File: config.mk
export PLATFORM = sky130hd
export DESIGN_NAME = bus_master_if_flat
export DESIGN_NICKNAME = d
export VERILOG_FILES = /design/src/rtl/bus_master_if_if.sv /design/src/rtl/bus_master_if.sv /design/src/flat_wrapper.sv
export SDC_FILE = /design/constraint.sdc
export NUM_CORES = 1
export LEC_CHECK = 0
export BUFFER_PORTS_ARGS = -buffer_cell sky130_fd_sc_hd__buf_4
export CAP_MARGIN = 20
export CORE_UTILIZATION = 46
export CTS_CLUSTER_DIAMETER = 150
export DETAILED_ROUTE_END_ITERATION = 8
export GPL_TIMING_DRIVEN = 0
export MAX_ROUTING_LAYER = met4
export PLACE_DENSITY = 0.79
export SLEW_MARGIN = 20
export SYNTH_ARGS = -nofsm -noshare
export SYNTH_HDL_FRONTEND = slang
export SYNTH_SLANG_ARGS = --single-unit
File: constraint.sdc
create_clock -name clk -period 3.9 [get_ports clk]
set_clock_uncertainty 0.2 [all_clocks]
set_input_delay 0.78 -clock clk [delete_from_list [all_inputs] [get_ports clk]]
set_output_delay 0.78 -clock clk [all_outputs]
set_load 0.02 [all_outputs]
File: src/rtl/bus_master_if_if.sv
// Core-side command/response and shared-bus master-port signals for bus_master_if.
// The master modport is the adapter's view; slave is the core/arbiter/slave side.
interface bus_master_if_if #(
  parameter int ADDR_W = 30,
  parameter int DATA_W = 32
);
  // core command / response
  logic              req_valid;
  logic              req_rw;
  logic [ADDR_W-1:0] req_addr;
  logic [DATA_W-1:0] req_wr_data;
  logic              busy;
  logic              resp_valid;
  logic [DATA_W-1:0] resp_rd_data;
  logic              resp_err;

  // shared bus master port
  logic              bus_req;
  logic              bus_grnt;
  logic [ADDR_W-1:0] bus_addr;
  logic              bus_as_;
  logic              bus_rw;
  logic [DATA_W-1:0] bus_wr_data;
  logic              bus_rdy;
  logic [DATA_W-1:0] bus_rd_data;

  modport master (
    input  req_valid, req_rw, req_addr, req_wr_data,
    input  bus_grnt, bus_rdy, bus_rd_data,
    output busy, resp_valid, resp_rd_data, resp_err,
    output bus_req, bus_addr, bus_as_, bus_rw, bus_wr_data
  );

  modport slave (
    output req_valid, req_rw, req_addr, req_wr_data,
    output bus_grnt, bus_rdy, bus_rd_data,
    input  busy, resp_valid, resp_rd_data, resp_err,
    input  bus_req, bus_addr, bus_as_, bus_rw, bus_wr_data
  );
endinterface

File: src/rtl/bus_master_if.sv
// Single-outstanding bus initiator: request/grant, one-cycle address strobe, wait for ready.
// Optional WAIT-state timeout enabled by defining BUS_MASTER_TIMEOUT_EN.
module bus_master_if #(
  parameter int ADDR_W      = 30,
  parameter int DATA_W      = 32,
  parameter int TIMEOUT_CYC = 255
) (
  input logic             clk,
  input logic             rest,
  bus_master_if_if.master bus
);

  localparam logic [1:0] IDLE   = 2'd0;
  localparam logic [1:0] REQ    = 2'd1;
  localparam logic [1:0] ACCESS = 2'd2;
  localparam logic [1:0] WAIT   = 2'd3;

  if (TIMEOUT_CYC < 1 || TIMEOUT_CYC > 255) begin : g_bad_timeout
    $error("bus_master_if: TIMEOUT_CYC must be 1..255");
  end

  typedef struct packed {
    logic              rw;
    logic [ADDR_W-1:0] addr;
    logic [DATA_W-1:0] wr_data;
  } cmd_t;

  logic [1:0]        state;
  cmd_t              cmd;
  logic              req_q;
  logic              as_n_q;
  logic              resp_valid_q;
  logic [DATA_W-1:0] rd_data_q;
  logic              done;

  // ready only counts during the data phase; elsewhere it is ignored
  assign done = ((state == ACCESS) || (state == WAIT)) && bus.bus_rdy;

`ifdef BUS_MASTER_TIMEOUT_EN
  localparam logic [7:0] TO_LAST = 8'(TIMEOUT_CYC - 1);
  logic [7:0] to_cnt;
  logic       err_q;
  logic       expire;

  // counter holds the number of rdy-low WAIT cycles already elapsed
  assign expire = (state == WAIT) && !bus.bus_rdy && (to_cnt == TO_LAST);
`endif

  always_ff @(posedge clk or posedge rest) begin
    if (rest) begin
      state        <= IDLE;
      cmd.rw       <= 1'b1;
      cmd.addr     <= '0;
      cmd.wr_data  <= '0;
      req_q        <= 1'b0;
      as_n_q       <= 1'b1;
      resp_valid_q <= 1'b0;
      rd_data_q    <= '0;
`ifdef BUS_MASTER_TIMEOUT_EN
      to_cnt       <= '0;
      err_q        <= 1'b0;
`endif
    end else begin
      resp_valid_q <= 1'b0;
      case (state)
        IDLE: begin
          if (bus.req_valid) begin
            cmd.rw      <= bus.req_rw;
            cmd.addr    <= bus.req_addr;
            cmd.wr_data <= bus.req_wr_data;
            req_q       <= 1'b1;
            state       <= REQ;
          end
        end
        REQ: begin
          if (bus.bus_grnt) begin
            as_n_q <= 1'b0;
            state  <= ACCESS;
          end
        end
        ACCESS: begin
          as_n_q <= 1'b1;
          if (!done) begin
            state <= WAIT;
`ifdef BUS_MASTER_TIMEOUT_EN
            to_cnt <= '0;
`endif
          end
        end
        WAIT: begin
`ifdef BUS_MASTER_TIMEOUT_EN
          if (expire) begin
            state        <= IDLE;
            req_q        <= 1'b0;
            resp_valid_q <= 1'b1;
            rd_data_q    <= '0;
            err_q        <= 1'b1;
          end else if (!done) begin
            to_cnt <= to_cnt + 8'd1;
          end
`endif
        end
        default: state <= IDLE;
      endcase

      // normal completion shared by ACCESS and WAIT; ready beats a same-cycle expiry
      if (done) begin
        state        <= IDLE;
        req_q        <= 1'b0;
        as_n_q       <= 1'b1;
        resp_valid_q <= 1'b1;
        if (cmd.rw) rd_data_q <= bus.bus_rd_data;
`ifdef BUS_MASTER_TIMEOUT_EN
        err_q        <= 1'b0;
`endif
      end
    end
  end

  assign bus.busy         = (state != IDLE);
  assign bus.resp_valid   = resp_valid_q;
  assign bus.resp_rd_data = rd_data_q;
  assign bus.bus_req      = req_q;
  assign bus.bus_as_      = as_n_q;
  assign bus.bus_rw       = cmd.rw;
  assign bus.bus_addr     = cmd.addr;
  assign bus.bus_wr_data  = cmd.wr_data;
`ifdef BUS_MASTER_TIMEOUT_EN
  assign bus.resp_err     = err_q;
`else
  assign bus.resp_err     = 1'b0;
`endif

endmodule
File: src/flat_wrapper.sv
// flat-port wrapper written by rule: the top's interface ports become plain ports
module bus_master_if_flat 
#(
  parameter int ADDR_W      = 30,
  parameter int DATA_W      = 32,
  parameter int TIMEOUT_CYC = 255
)
  (clk, rest, bus_req_valid, bus_req_rw, bus_req_addr, bus_req_wr_data, bus_bus_grnt, bus_bus_rdy, bus_bus_rd_data, bus_busy, bus_resp_valid, bus_resp_rd_data, bus_resp_err, bus_bus_req, bus_bus_addr, bus_bus_as_, bus_bus_rw, bus_bus_wr_data);
  bus_master_if_if #(.ADDR_W(ADDR_W), .DATA_W(DATA_W)) bus_i ();
  input logic clk;
  input logic rest;
  input wire logic [$bits(bus_i.req_valid)-1:0] bus_req_valid;
  input wire logic [$bits(bus_i.req_rw)-1:0] bus_req_rw;
  input wire logic [$bits(bus_i.req_addr)-1:0] bus_req_addr;
  input wire logic [$bits(bus_i.req_wr_data)-1:0] bus_req_wr_data;
  input wire logic [$bits(bus_i.bus_grnt)-1:0] bus_bus_grnt;
  input wire logic [$bits(bus_i.bus_rdy)-1:0] bus_bus_rdy;
  input wire logic [$bits(bus_i.bus_rd_data)-1:0] bus_bus_rd_data;
  output wire logic [$bits(bus_i.busy)-1:0] bus_busy;
  output wire logic [$bits(bus_i.resp_valid)-1:0] bus_resp_valid;
  output wire logic [$bits(bus_i.resp_rd_data)-1:0] bus_resp_rd_data;
  output wire logic [$bits(bus_i.resp_err)-1:0] bus_resp_err;
  output wire logic [$bits(bus_i.bus_req)-1:0] bus_bus_req;
  output wire logic [$bits(bus_i.bus_addr)-1:0] bus_bus_addr;
  output wire logic [$bits(bus_i.bus_as_)-1:0] bus_bus_as_;
  output wire logic [$bits(bus_i.bus_rw)-1:0] bus_bus_rw;
  output wire logic [$bits(bus_i.bus_wr_data)-1:0] bus_bus_wr_data;
  assign bus_i.req_valid = bus_req_valid;
  assign bus_i.req_rw = bus_req_rw;
  assign bus_i.req_addr = bus_req_addr;
  assign bus_i.req_wr_data = bus_req_wr_data;
  assign bus_i.bus_grnt = bus_bus_grnt;
  assign bus_i.bus_rdy = bus_bus_rdy;
  assign bus_i.bus_rd_data = bus_bus_rd_data;
  assign bus_busy = bus_i.busy;
  assign bus_resp_valid = bus_i.resp_valid;
  assign bus_resp_rd_data = bus_i.resp_rd_data;
  assign bus_resp_err = bus_i.resp_err;
  assign bus_bus_req = bus_i.bus_req;
  assign bus_bus_addr = bus_i.bus_addr;
  assign bus_bus_as_ = bus_i.bus_as_;
  assign bus_bus_rw = bus_i.bus_rw;
  assign bus_bus_wr_data = bus_i.bus_wr_data;
  bus_master_if #(.ADDR_W(ADDR_W), .DATA_W(DATA_W), .TIMEOUT_CYC(TIMEOUT_CYC)) u_core (.clk(clk), .rest(rest), .bus(bus_i));
endmodule
* Word level (Yosys, flattened, before mapping) *
Index checks and enable logic that the tools add are counted.

storage, ports and cells
  bits in registers = 100
  input bits = 100
  output and inout bits = 100
  logic and storage cells = 37

operators by class
  equal/unequal tests = 5
  mux-type cells = 11
  reduce and logical (&&, ||, !) cells = 13

operators with widths
  operator                                                                 number
  2-bit AND reduction                                                      4
  1-bit two-way mux                                                        6
  2-bit two-way mux                                                        3
  3-bit by 2-bit inequality test with 1-bit output, second input constant  2
  2-bit case mux with 3 select lines                                       1
  2-bit nonzero test                                                       3
  2-bit equality test, second input constant                               2
  4-bit nonzero test                                                       1
  3-bit AND reduction                                                      1
  3-bit nonzero test                                                       1
  2-bit by 1-bit equality test with 1-bit output, second input constant    1
  2-bit logical NOT                                                        1
  1-bit case mux with 2 select lines                                       1
  1-bit logical AND                                                        1
  1-bit logical OR                                                         1

* Depth between registers and ports, before layout *
Gate-level depths: netlist (run 1).

  depth in word-level cells = 5
  depth in mapped cells = 6

* Worst setup path before layout (run 1) *
No wires, ideal clock.

  path type = input to register
  from = in bus_req_valid
  to = reg u_core.cmd (netlist bit u_core.bus.bus_addr[0])
  library setup time = 125 ps
  arrival = 1,525 ps
  setup slack = 2,050 ps
  stages = 3
  cell sequence = nand2_1 -> buf_2 -> mux2_2

between the ends
  cells in the longest elaborated chain, start to end = 1

ends and longest elaborated chain
  item                           line                 RTL
  start: declaration             flat_wrapper.sv:12   input wire logic [$bits(bus_i.req_valid)-1:0] bus_req_valid;
  2-bit AND reduction (no line)  n/a
  end: declaration               bus_master_if.sv:29  cmd_t cmd;

No other way between the ends.
A chain may end at the register's enable or synchronous reset.

* Worst setup path after layout (run 1) *
  from = reg u_core.state[1]
  to = out bus_busy

between the ends
  cells in the longest elaborated chain, start to end = 1

ends and longest elaborated chain
  item                      line                  RTL
  start: declaration        bus_master_if.sv:28   logic [1:0] state;
  start signal: assignment  bus_master_if.sv:51   state <= IDLE;
  start signal: assignment  bus_master_if.sv:72   state <= REQ;
  start signal: assignment  bus_master_if.sv:78   state <= ACCESS;
  2-bit nonzero test        bus_master_if.sv:120  assign bus.busy = (state != IDLE);
  end: declaration          flat_wrapper.sv:19    output wire logic [$bits(bus_i.busy)-1:0] bus_busy;

No other way between the ends.

==> flow_metrics.env, run 1 <==
export IMPL_io_pin_count=200
export IMPL_hp_class="in -> async"
export IMPL_maxCapViolCount=0
export IMPL_yosysSeqAreaShare_pct=62.72
export IMPL_antenna_found_initial=0
export IMPL_die_w_um=95.18
export IMPL_ys_flop_type="dfrtp_1"
export IMPL_die_h_um=95.18
export IMPL_yosysMostFrequentCell="dfrtp_1"
export IMPL_clockBufferDepth=2
export IMPL_antenna_cells=0
export IMPL_post_cts_resized=0
export IMPL_htreeDepth=3
export IMPL_comb_power_share_pct=51.8
export IMPL_post_drt_wl_per_cell_um=16.09
export IMPL_synth_async_sr_flop_share_pct=100.0
export IMPL_drtIter0Drc=111
export IMPL_power_total_mw=5.213
export IMPL_yosys_area_top_type_share_pct=61.40
export IMPL_worstSetupPathType="reg -> out"
export IMPL_place_gp_congestion=0.7248
export IMPL_period_needed_ns=2.343
export IMPL_fin_nets=548
export IMPL_synth_seq_cells=100
export IMPL_grt_pass1_wl_mm=13.52
export IMPL_r2r_cells=5
export IMPL_p_seq_share_pct=35.8
export IMPL_cts_tree="yes"
export IMPL_syn_area_per_cell_um2=17.07
export IMPL_cts_buffers=9
export IMPL_p_sw_mw=1.925
export IMPL_p_clk_share_pct=12.4
export IMPL_start_kind="register"
export IMPL_setup_viol=0
export IMPL_hold_viol=0
export IMPL_path_cells="inv_1 -> ha_1 -> inv_1 -> buf_4"
export IMPL_first_pass_iters=4
export IMPL_overflow=0
export IMPL_rows=33
export IMPL_status="finished, final reports clean"
export IMPL_viasPerCell=4.782
export IMPL_leakagePower_nw=2.965
export IMPL_powerDensity_nw_per_um2=893.3
export IMPL_rsz0062_at_grt="no"
export IMPL_drive_above_1_share_pct=72.38
export IMPL_clk_latency_ns=0.34
export IMPL_cts_root_buf="clkbuf_8"
export IMPL_cts_sinks=100
export IMPL_slew_violations=0
export IMPL_period_share_pct=60.08
export IMPL_worstSetupPathDepth=4
export IMPL_dp_worst_setup_slack_ns=1.619
export IMPL_ant_nets=0
export IMPL_cp_top_family="flip-flops"
export IMPL_drc=0
export IMPL_design_die_area_um2=9059
export IMPL_cp_end_kind="output pin"
export IMPL_postCtsSetupRepairBufs=0
export IMPL_dp_hpwl_mm=6.780
export IMPL_ys_top_cells_by_area="dfrtp_1 61%, mux2_2 18%, mux2_4 11%"
export IMPL_grt_max_degree=56
export IMPL_initial_core_util_pct=48.12
export IMPL_path_clk_slew_ns=0.10
export IMPL_track_usage_pct=20.71
export IMPL_ys_types=26
export IMPL_cp_num_buf_inv=3
export IMPL_synthTopCellsByCount="98 x dfrtp_1, 65 x mux2_2, 30 x mux2_4"
export IMPL_crit_fanout=7
export IMPL_vias=2649
export IMPL_irDropWorstVdd_uv=455.6
export IMPL_crit_path_top_delay_cell="dfrtp_1"
export IMPL_setup_tns_ns=0
export IMPL_required_ns=2.92
export IMPL_synth_top_area_cell="dfrtp_1"
export IMPL_synthesis_nets=338
export IMPL_power_switching_share_pct=36.92
export IMPL_cts_hold_buf=0
export IMPL_placed_cells_incl_taps=538
export IMPL_max_stage_delay_ns=0.46
export IMPL_wirelength_mm=8.916
export IMPL_synth_edf_count=0
export IMPL_grt_pass1_vias=2790
export IMPL_coreArea_um2=8299
export IMPL_synth_cells=234
export IMPL_syn2layout_area_growth_pct=46.12
export IMPL_crit_top_cell="inv_1"
export IMPL_portBuffers=198
export IMPL_fmax_mhz=426.8
export IMPL_crit_arrival_ns=1.36
export IMPL_layout_setup_ws_ns=1.557
export IMPL_synth_area_um2=3994
export IMPL_synth_warnings=0
export IMPL_final_cells=554
export IMPL_p_int_mw=3.288
[final cells by class]
class	count	area [um2]
Sequential cell	100	2505
Fill cell	595	2464
Timing Repair Buffer	199	1514
Multi-Input combinational cell	120	1376
Clock buffer	11	131.4
Tap cell	105	131.4
Buffer	10	97.59
Clock inverter	5	60.06
Inverter	4	20.02
[registers in the layout, summed over array words and instances, names as in the netlist]
name                     flops
u_core.bus.resp_rd_data     32
u_core.bus.bus_as_           1
u_core.bus.bus_wr_data      32
u_core.bus.bus_req           1
u_core.bus.bus_rw            1
u_core.bus.resp_valid        1
u_core.state                 2
u_core.bus.bus_addr         30
[worst paths after layout]
check	start	end	slack (ns)
setup / recovery	u_core.state[1]	bus_busy	1.56
hold / removal	rest	u_core.bus.resp_rd_data[26]	0.23
setup reg to reg	u_core.state[1]	u_core.bus.bus_wr_data[31]	1.76
hold reg to reg	u_core.bus.bus_wr_data[6]	u_core.bus.bus_wr_data[6]	0.31
max in group asynchronous	rest	u_core.bus.bus_addr[28]	2.63
min in group clk	u_core.bus.bus_wr_data[6]	u_core.bus.bus_wr_data[6]	0.31
[cell usage in the layout, fill, tap and decap left out, drive strengths merged]
| master | netlist | routed |
|---|---|---|
| inv | 4 | 5 |
| conb | 1 | 1 |
| ha | 4 | 4 |
| mux2i | 1 | 1 |
| o21a | 1 | 1 |
| a21boi | 1 | 1 |
| or3 | 1 | 1 |
| a211o | 1 | 1 |
| clkbuf | 0 | 11 |
| clkinvlp | 0 | 1 |
| a21oi | 1 | 1 |
| o21ai | 1 | 1 |
| bufinv | 0 | 1 |
| nand2 | 3 | 3 |
| a31oi | 2 | 2 |
| nor2 | 2 | 2 |
| nand3 | 1 | 1 |
| mux2 | 95 | 95 |
| dfstp | 2 | 2 |
| buf | 10 | 209 |
| nor3b | 1 | 1 |
| a311o | 1 | 1 |
| o22ai | 1 | 1 |
| dfrtp | 98 | 98 |
| nand2b | 2 | 2 |
| clkinv | 0 | 2 |
[metal layers]
layer / vias up / share of wire [%] / GRT usage [%] / wire, um
met1: 1290 / 41 / 25.30 / 3686
met4: 0 / 1.0 / 6.313 / 91
met5: - / 0 / - / 0
met2: 116 / 50 / 34.40 / 4492
li1: 1235 / - / - / -
met3: 8 / 7.2 / 4.466 / 646
[power by group through the flow]
stage               combinational, mW  clock, mW  sequential (mW)
floorplan                       0.972          0             2.50
global placement                 2.68          0             1.86
detailed placement               2.72          0             1.89
CTS                              2.73      0.668             1.87
global route                     2.87      0.714             1.93
finish                           2.70      0.648             1.86
[cells by family (layout without fill, tap and decap cells)]
kind of cell | count (synthesis) | count (layout) | share of synthesized area, %
flip-flops | 100 | 100 | 62.72
multiplexers | 96 | 96 | 29.86
buffers and inverters | 14 | 229 | 2.820
AND/OR/NAND/NOR | 10 | 10 | 1.441
AO/OA/AOI/OAI | 9 | 9 | 1.817
adder cells (fa/ha/maj) | 4 | 4 | 1.253
other | 1 | 1 | 0.09389
[through the flow]
stage               util (%)  instance area [um2]  hold slack, ns
floorplan                  -                 3994          0.3306
global placement       67.62                 5612          0.2889
detailed placement     68.01                 5644          0.2924
CTS                    70.32                 5836          0.2368
global route           70.32                 5836          0.2412
finish                 70.32                 5836          0.2314
Note: power is estimated with default switching activity, not from simulation.
==> run 2: changes to the inputs <==
==> constraint.sdc (replaced) <==
create_clock -name clk -period 2.3 [get_ports clk]
set_clock_uncertainty 0.2 [all_clocks]
set_input_delay 0.46 -clock clk [delete_from_list [all_inputs] [get_ports clk]]
set_output_delay 0.46 -clock clk [all_outputs]
set_load 0.02 [all_outputs]
==> run 2 against run 1 <==
  * Cell area is 1.2% higher
  * Critical path depth unchanged
  * Routed wire length up 4.6%
  * Largest cell class unchanged
  * Largest power group unchanged
==> flow_metrics.env, run 2 (synthesized netlist as in run 1, its figures left out) <==
export IMPL_grt_max_degree=35
export IMPL_place_gp_congestion=0.7465
export IMPL_holdWs_ns=0.1290
export IMPL_hold_viol=0
export IMPL_ant_nets=0
export IMPL_seq_area_um2=2505
export IMPL_clk_latency_ns=0.34
export IMPL_path_clk_slew_ns=0.10
export IMPL_design_die_area_um2=9059
export IMPL_drtIter0Drc=41
export IMPL_min_path_cells=2
export IMPL_cts_tree="yes"
export IMPL_multi_input_area_um2=1379
export IMPL_antenna_found_initial=0
export IMPL_cp_end_kind="output pin"
export IMPL_first_pass_iters=4
export IMPL_irDropWorstVdd_uv=746.5
export IMPL_grt_pass1_wl_mm=13.68
export IMPL_final_cell_mix="199 x buf_4, 98 x dfrtp_1, 65 x mux2_2"
export IMPL_final_common_cell="buf_4"
export IMPL_initial_core_util_pct=48.12
export IMPL_period_needed_ns=2.078
export IMPL_drive_above_1_share_pct=72.57
export IMPL_antenna_cells=0
export IMPL_leakagePower_nw=2.991
export IMPL_fmax_mhz=481.3
export IMPL_cts_sinks=100
export IMPL_setup_tns_ns=0
export IMPL_worstSetupPathType="reg -> out"
export IMPL_overflow=0
export IMPL_wirelength_mm=9.327
export IMPL_dpl_instance_area_um2=5675
export IMPL_placed_cells_incl_taps=540
export IMPL_setup_viol=0
export IMPL_fillCellCount=574
export IMPL_hp_class="in -> reg"
export IMPL_coreArea_um2=8299
export IMPL_start_kind="register"
export IMPL_crit_fanout=7
export IMPL_clockBufferDepth=2
export IMPL_track_usage_pct=20.62
export IMPL_viasPerCell=4.837
export IMPL_crit_path_top_delay_cell="dfrtp_1"
export IMPL_path_cells="inv_1 -> ha_1 -> inv_1 -> buf_4"
export IMPL_htreeDepth=3
export IMPL_grt_pass1_vias=2765
export IMPL_dp_worst_setup_slack_ns=0.1319
export IMPL_portBuffers=198
export IMPL_crit_top_cell="inv_1"
export IMPL_layout_setup_ws_ns=0.2222
export IMPL_io_pin_count=200
export IMPL_slew_violations=0
export IMPL_maxCapViolCount=0
export IMPL_r2r_cells=5
export IMPL_post_drt_wl_per_cell_um=16.75
export IMPL_vias=2694
export IMPL_rows=33
export IMPL_crit_arrival_ns=1.42
export IMPL_dp_hpwl_mm=7.140
export IMPL_die_w_um=95.18
export IMPL_stdcell_area_um2=5904
export IMPL_syn2layout_area_growth_pct=47.84
export IMPL_required_ns=1.64
export IMPL_status="finished, final reports clean"
export IMPL_fin_nets=551
export IMPL_cts_buffers=9
export IMPL_drc=0
export IMPL_final_cells=557
export IMPL_cts_root_buf="clkbuf_8"
export IMPL_die_h_um=95.18
export IMPL_period_share_pct=90.34
export IMPL_powerDensity_nw_per_um2=1525
export IMPL_max_stage_delay_ns=0.47
export IMPL_rsz0062_at_grt="no"
==> run 2: cell types whose count changed in the layout (fill, tap and decap cells not counted) <==
cell / delta
buf_12: +3
buf_16: -1
bufinv_16: +1
clkinv_2: -1
clkinvlp_4: +1
dlygate4sd3_1: +1
inv_6: -1
nand2_1: -1
nand2_2: +1
==> run 2: repair_timing <==
| item | in CTS | in global routing |
|---|---|---|
| gates resized for setup | 0 | 1 |
| hold buffers | 1 | 0 |
| hold endpoints to repair | 14 | 0 |
| buffers inserted | 0 | 0 |
| endpoints found under the setup margin | 0 | 42 |
==> run 2: critical path, delay by kind of cell (launching register included) <==
| family | cells | cell delay, ns |
|---|---|---|
| adders and majority gates | 1 | 0.25 |
| DFF | 1 | 0.47 |
| buffers and inverters | 3 | 0.36 |
==> run 2: where the power goes <==
| group | switching, mW | internal, mW |
|---|---|---|
| Combinational | 2.21 | 2.41 |
| Sequential | 0.495 | 2.67 |
| Clock | 0.601 | 0.621 |
| Total | 3.31 | 5.70 |
==> run 2: area by class of cell <==
class	count	area share [%]
buffer	10	1.653
clock buffer	11	2.225
clock inverter	5	1.441
inverter	4	0.3179
multi-input combinational	120	23.35
sequential	100	42.42
tap	105	2.225
timing repair buffer	202	26.36
==> run 2: layer usage <==
layer	wire length (um)	global-route usage, %	vias up	part of all wire, %
li1	-	-	1234	-
met1	3761	24.74	1332	40
met2	4813	34.64	113	52
met3	544	3.748	15	5.8
met4	207	7.576	0	2.2
met5	0	-	-	0
==> run 2: per-stage QoR <==
stage	util (%)	power, mW
5_1_grt	71.14	9.472
2_1_floorplan	-	5.888
6_report	71.14	9.004
3_5_place_dp	68.39	7.848
3_3_place_gp	67.66	7.694
4_1_cts	71.11	9.088
==> run 2: path summary, 6_finish.rpt <==
path                       slack [ns]                          to                      start
setup / recovery                 0.22                    bus_busy            u_core.state[1]
hold / removal                   0.13  u_core.bus.resp_rd_data[0]         bus_bus_rd_data[0]
setup reg to reg                 0.26     u_core.bus.bus_addr[23]            u_core.state[1]
hold reg to reg                  0.31   u_core.bus.bus_wr_data[2]  u_core.bus.bus_wr_data[2]
max in group asynchronous        0.51          u_core.bus.bus_req                       rest
min in group asynchronous        0.46      u_core.bus.bus_addr[7]                       rest
==> run 3: changes to the inputs <==
--- a/config.mk
+++ b/config.mk
@@ -5,9 +5,11 @@
 export SDC_FILE = /design/constraint.sdc
 export NUM_CORES = 1
 export LEC_CHECK = 0
+export ABC_AREA = 1
 export BUFFER_PORTS_ARGS = -buffer_cell sky130_fd_sc_hd__buf_4
 export CAP_MARGIN = 20
 export CORE_UTILIZATION = 46
+export CTS_BUF_LIST = sky130_fd_sc_hd__clkbuf_16
 export CTS_CLUSTER_DIAMETER = 150
 export DETAILED_ROUTE_END_ITERATION = 8
 export GPL_TIMING_DRIVEN = 0
==> run 3 against run 2 <==
  * Clock power grew 23%
  * Register-to-register slack better by 0.21 ns
  * Critical path type unchanged
  * Area after synthesis hardly changed
  * Sequential share of layout area is 0.59 points lower
  * Sequential cell count stayed put
  * Sequential power down 3%
  * Global-route usage increased by 1.0 points
  * Critical path depth unchanged
  * Power about the same
  * Setup slack better by 0.015 ns
  * First-iteration DRC count increased by 93%
  * Largest power group unchanged
  * Cell area rose by 1.4%
==> flow_metrics.env, run 3 <==
export IMPL_overflow=0
export IMPL_holdWs_ns=0.1500
export IMPL_dp_hpwl_mm=7.316
export IMPL_crit_path_top_delay_cell="dfrtp_1"
export IMPL_final_cells=639
export IMPL_synth_warnings=0
export IMPL_io_pin_count=200
export IMPL_drc=0
export IMPL_stdcell_area_um2=5987
export IMPL_synth_area_um2=3998
export IMPL_seq_area_um2=2505
export IMPL_cp_top_family="flip-flops"
export IMPL_startpoint="u_core.state[1]"
export IMPL_dpl_instance_area_um2=5679
export IMPL_clk_latency_ns=0.33
export IMPL_ys_flop_type="dfrtp_1"
export IMPL_die_w_um=95.22
export IMPL_status="finished, final reports clean"
export IMPL_hold_viol=0
export IMPL_rows=33
export IMPL_setup_viol=0
export IMPL_antenna_cells=0
export IMPL_path_cells="inv_1 -> ha_1 -> inv_1 -> buf_4"
export IMPL_cts_hold_buf=1
export IMPL_track_usage_pct=21.64
export IMPL_worstSetupPathDepth=4
export IMPL_postCtsSetupRepairBufs=0
export IMPL_drive_above_1_share_pct=56.18
export IMPL_maxCapViolCount=0
export IMPL_dp_worst_setup_slack_ns=0.4827
export IMPL_crit_end="bus_busy"
export IMPL_syn_area_per_cell_um2=12.65
export IMPL_powerDensity_nw_per_um2=1502
export IMPL_cts_tree="yes"
export IMPL_start_kind="register"
export IMPL_synth_seq_cells=100
export IMPL_crit_arrival_ns=1.40
export IMPL_synthesis_nets=420
export IMPL_cts_root_buf="clkbuf_16"
export IMPL_r2r_start="u_core.state[0]"
export IMPL_crit_top_cell="inv_1"
export IMPL_grt_pass1_vias=3048
export IMPL_required_ns=1.64
export IMPL_placed_cells_incl_taps=622
export IMPL_multi_input_area_um2=1319
export IMPL_rsz0062_at_grt="no"
export IMPL_max_stage_delay_ns=0.43
export IMPL_r2r_cells=8
export IMPL_grt_pass1_wl_mm=14.57
export IMPL_drtIter0Drc=79
export IMPL_period_needed_ns=2.063
export IMPL_first_pass_iters=7
export IMPL_cts_sinks=100
export IMPL_design_die_area_um2=9067
export IMPL_htreeDepth=3
export IMPL_syn2layout_area_growth_pct=49.77
export IMPL_path_clk_slew_ns=0.08
export IMPL_coreArea_um2=8299
export IMPL_die_h_um=95.22
export IMPL_antenna_found_initial=0
export IMPL_crit_fanout=5
export IMPL_synth_async_sr_flop_share_pct=100.0
export IMPL_ys_top_cells_by_area="dfrtp_1 61%, mux2_2 16%, nand2_1 7.2%"
export IMPL_synth_edf_count=0
export IMPL_slew_violations=0
export IMPL_ant_nets=0
export IMPL_fin_nets=633
export IMPL_place_gp_congestion=0.8136
export IMPL_post_cts_resized=0
export IMPL_hp_class="in -> reg"
export IMPL_wirelength_mm=9.457
export IMPL_leakagePower_nw=3.126
export IMPL_final_cell_mix="202 x buf_4, 98 x dfrtp_1, 77 x nand2_1"
export IMPL_clockBufferDepth=2
export IMPL_irDropWorstVdd_uv=715.5
export IMPL_ys_types=21
export IMPL_fmax_mhz=484.8
export IMPL_synth_cells=316
export IMPL_worstSetupPathType="reg -> out"
export IMPL_yosys_area_top_type_share_pct=61.35
export IMPL_cp_end_kind="output pin"
export IMPL_initial_core_util_pct=48.17
export IMPL_yosysMostFrequentCell="dfrtp_1"
export IMPL_portBuffers=198
export IMPL_yosysSeqAreaShare_pct=62.66
export IMPL_post_drt_wl_per_cell_um=14.80
export IMPL_layout_setup_ws_ns=0.2374
export IMPL_grt_max_degree=32
export IMPL_viasPerCell=4.909
export IMPL_final_common_cell="buf_4"
export IMPL_period_share_pct=89.68
export IMPL_reg2reg_slack_ns=0.47
export IMPL_vias=3137
export IMPL_r2r_end="u_core.bus.resp_rd_data[4]"
export IMPL_synthTopCellsByCount="98 x dfrtp_1, 77 x nand2_1, 58 x mux2_2"
export IMPL_cts_buffers=9
export IMPL_fillCellCount=605
export IMPL_synth_top_area_cell="dfrtp_1"
export IMPL_cp_num_buf_inv=3
## run 3: changes by cell type after synthesis, moves of 3 or more
cell | previous run | this run
buf_12 | 3 | 0
buf_4 | 1 | 4
clkbuf_1 | 0 | 3
clkbuf_8 | 0 | 6
inv_1 | 4 | 7
mux2_2 | 65 | 58
mux2_4 | 30 | 5
nand2_1 | 2 | 77
nand3_1 | 1 | 37
## run 3: how the worst min path moves through the flow
stage / end / slack (ns) / depth (start not counted) / start
3_5_place_dp: u_core.bus.resp_rd_data[30] / 0.26 / 2 / u_core.bus.resp_rd_data[30]
6_report: u_core.bus.bus_wr_data[10] / 0.15 / 2 / bus_req_wr_data[10]
3_3_place_gp: u_core.bus.resp_rd_data[16] / 0.26 / 2 / u_core.bus.resp_rd_data[16]
5_1_grt: u_core.bus.bus_addr[17] / 0.15 / 2 / bus_req_addr[17]
2_1_floorplan: u_core.bus.bus_as_ / 0.31 / 2 / u_core.bus.bus_as_
4_1_cts: u_core.bus.resp_rd_data[24] / 0.15 / 3 / bus_bus_rd_data[24]
## run 3: layout make-up
type	count	share of cell area, %
repair buffers	202	26.00
clock inverters	7	1.212
clock buffers	9	3.762
well taps	105	2.194
multi-input cells	191	22.03
flip-flops and latches	100	41.84
plain buffers	17	2.403
inverters	8	0.5643
## run 3: logic make-up after synthesis
group | share of synthesized area [%]
flip-flops | 62.66
adder cells (fa/ha/maj) | 1.252
other | 0.09381
buffers and inverters | 4.351
AO/OA/AOI/OAI | 0.7825
multiplexers | 18.22
AND/OR/NAND/NOR | 12.65
## run 3: power by group
group,switching [mW],internal [mW],leakage (nW)
clock network,0.652,0.850,0.144
logic,2.33,2.08,1.78
registers,0.458,2.63,1.20
total,3.44,5.56,3.13
## run 3: metal layers
layer,part of all wire (%),vias to the layer above,track usage (%)
li1,-,1479,-
met1,40,1520,26.22
met2,53,123,36.07
met3,5.1,15,3.270
met4,2.2,0,9.091
met5,0,-,-
## run 3: worst register-to-register path: cells and delay by family (launching register included)
kind / cells / cell delay (ns)
flip-flops: 1 / 0.43
buffers and inverters: 3 / 0.39
adder cells (fa/ha/maj): 1 / 0.27
AND/OR/NAND/NOR: 3 / 0.25
AO/OA/AOI/OAI: 1 / 0.23
## run 3: per-stage QoR
stage	TNS, ns	utilization, %	total power, mW
after global placement	-19.22	67.71	7.401
after CTS	0	72.14	9.077
after global routing	0	72.14	9.515
after floorplan	0	-	5.645
final	0	72.14	8.995
after detailed placement	0	68.43	7.561
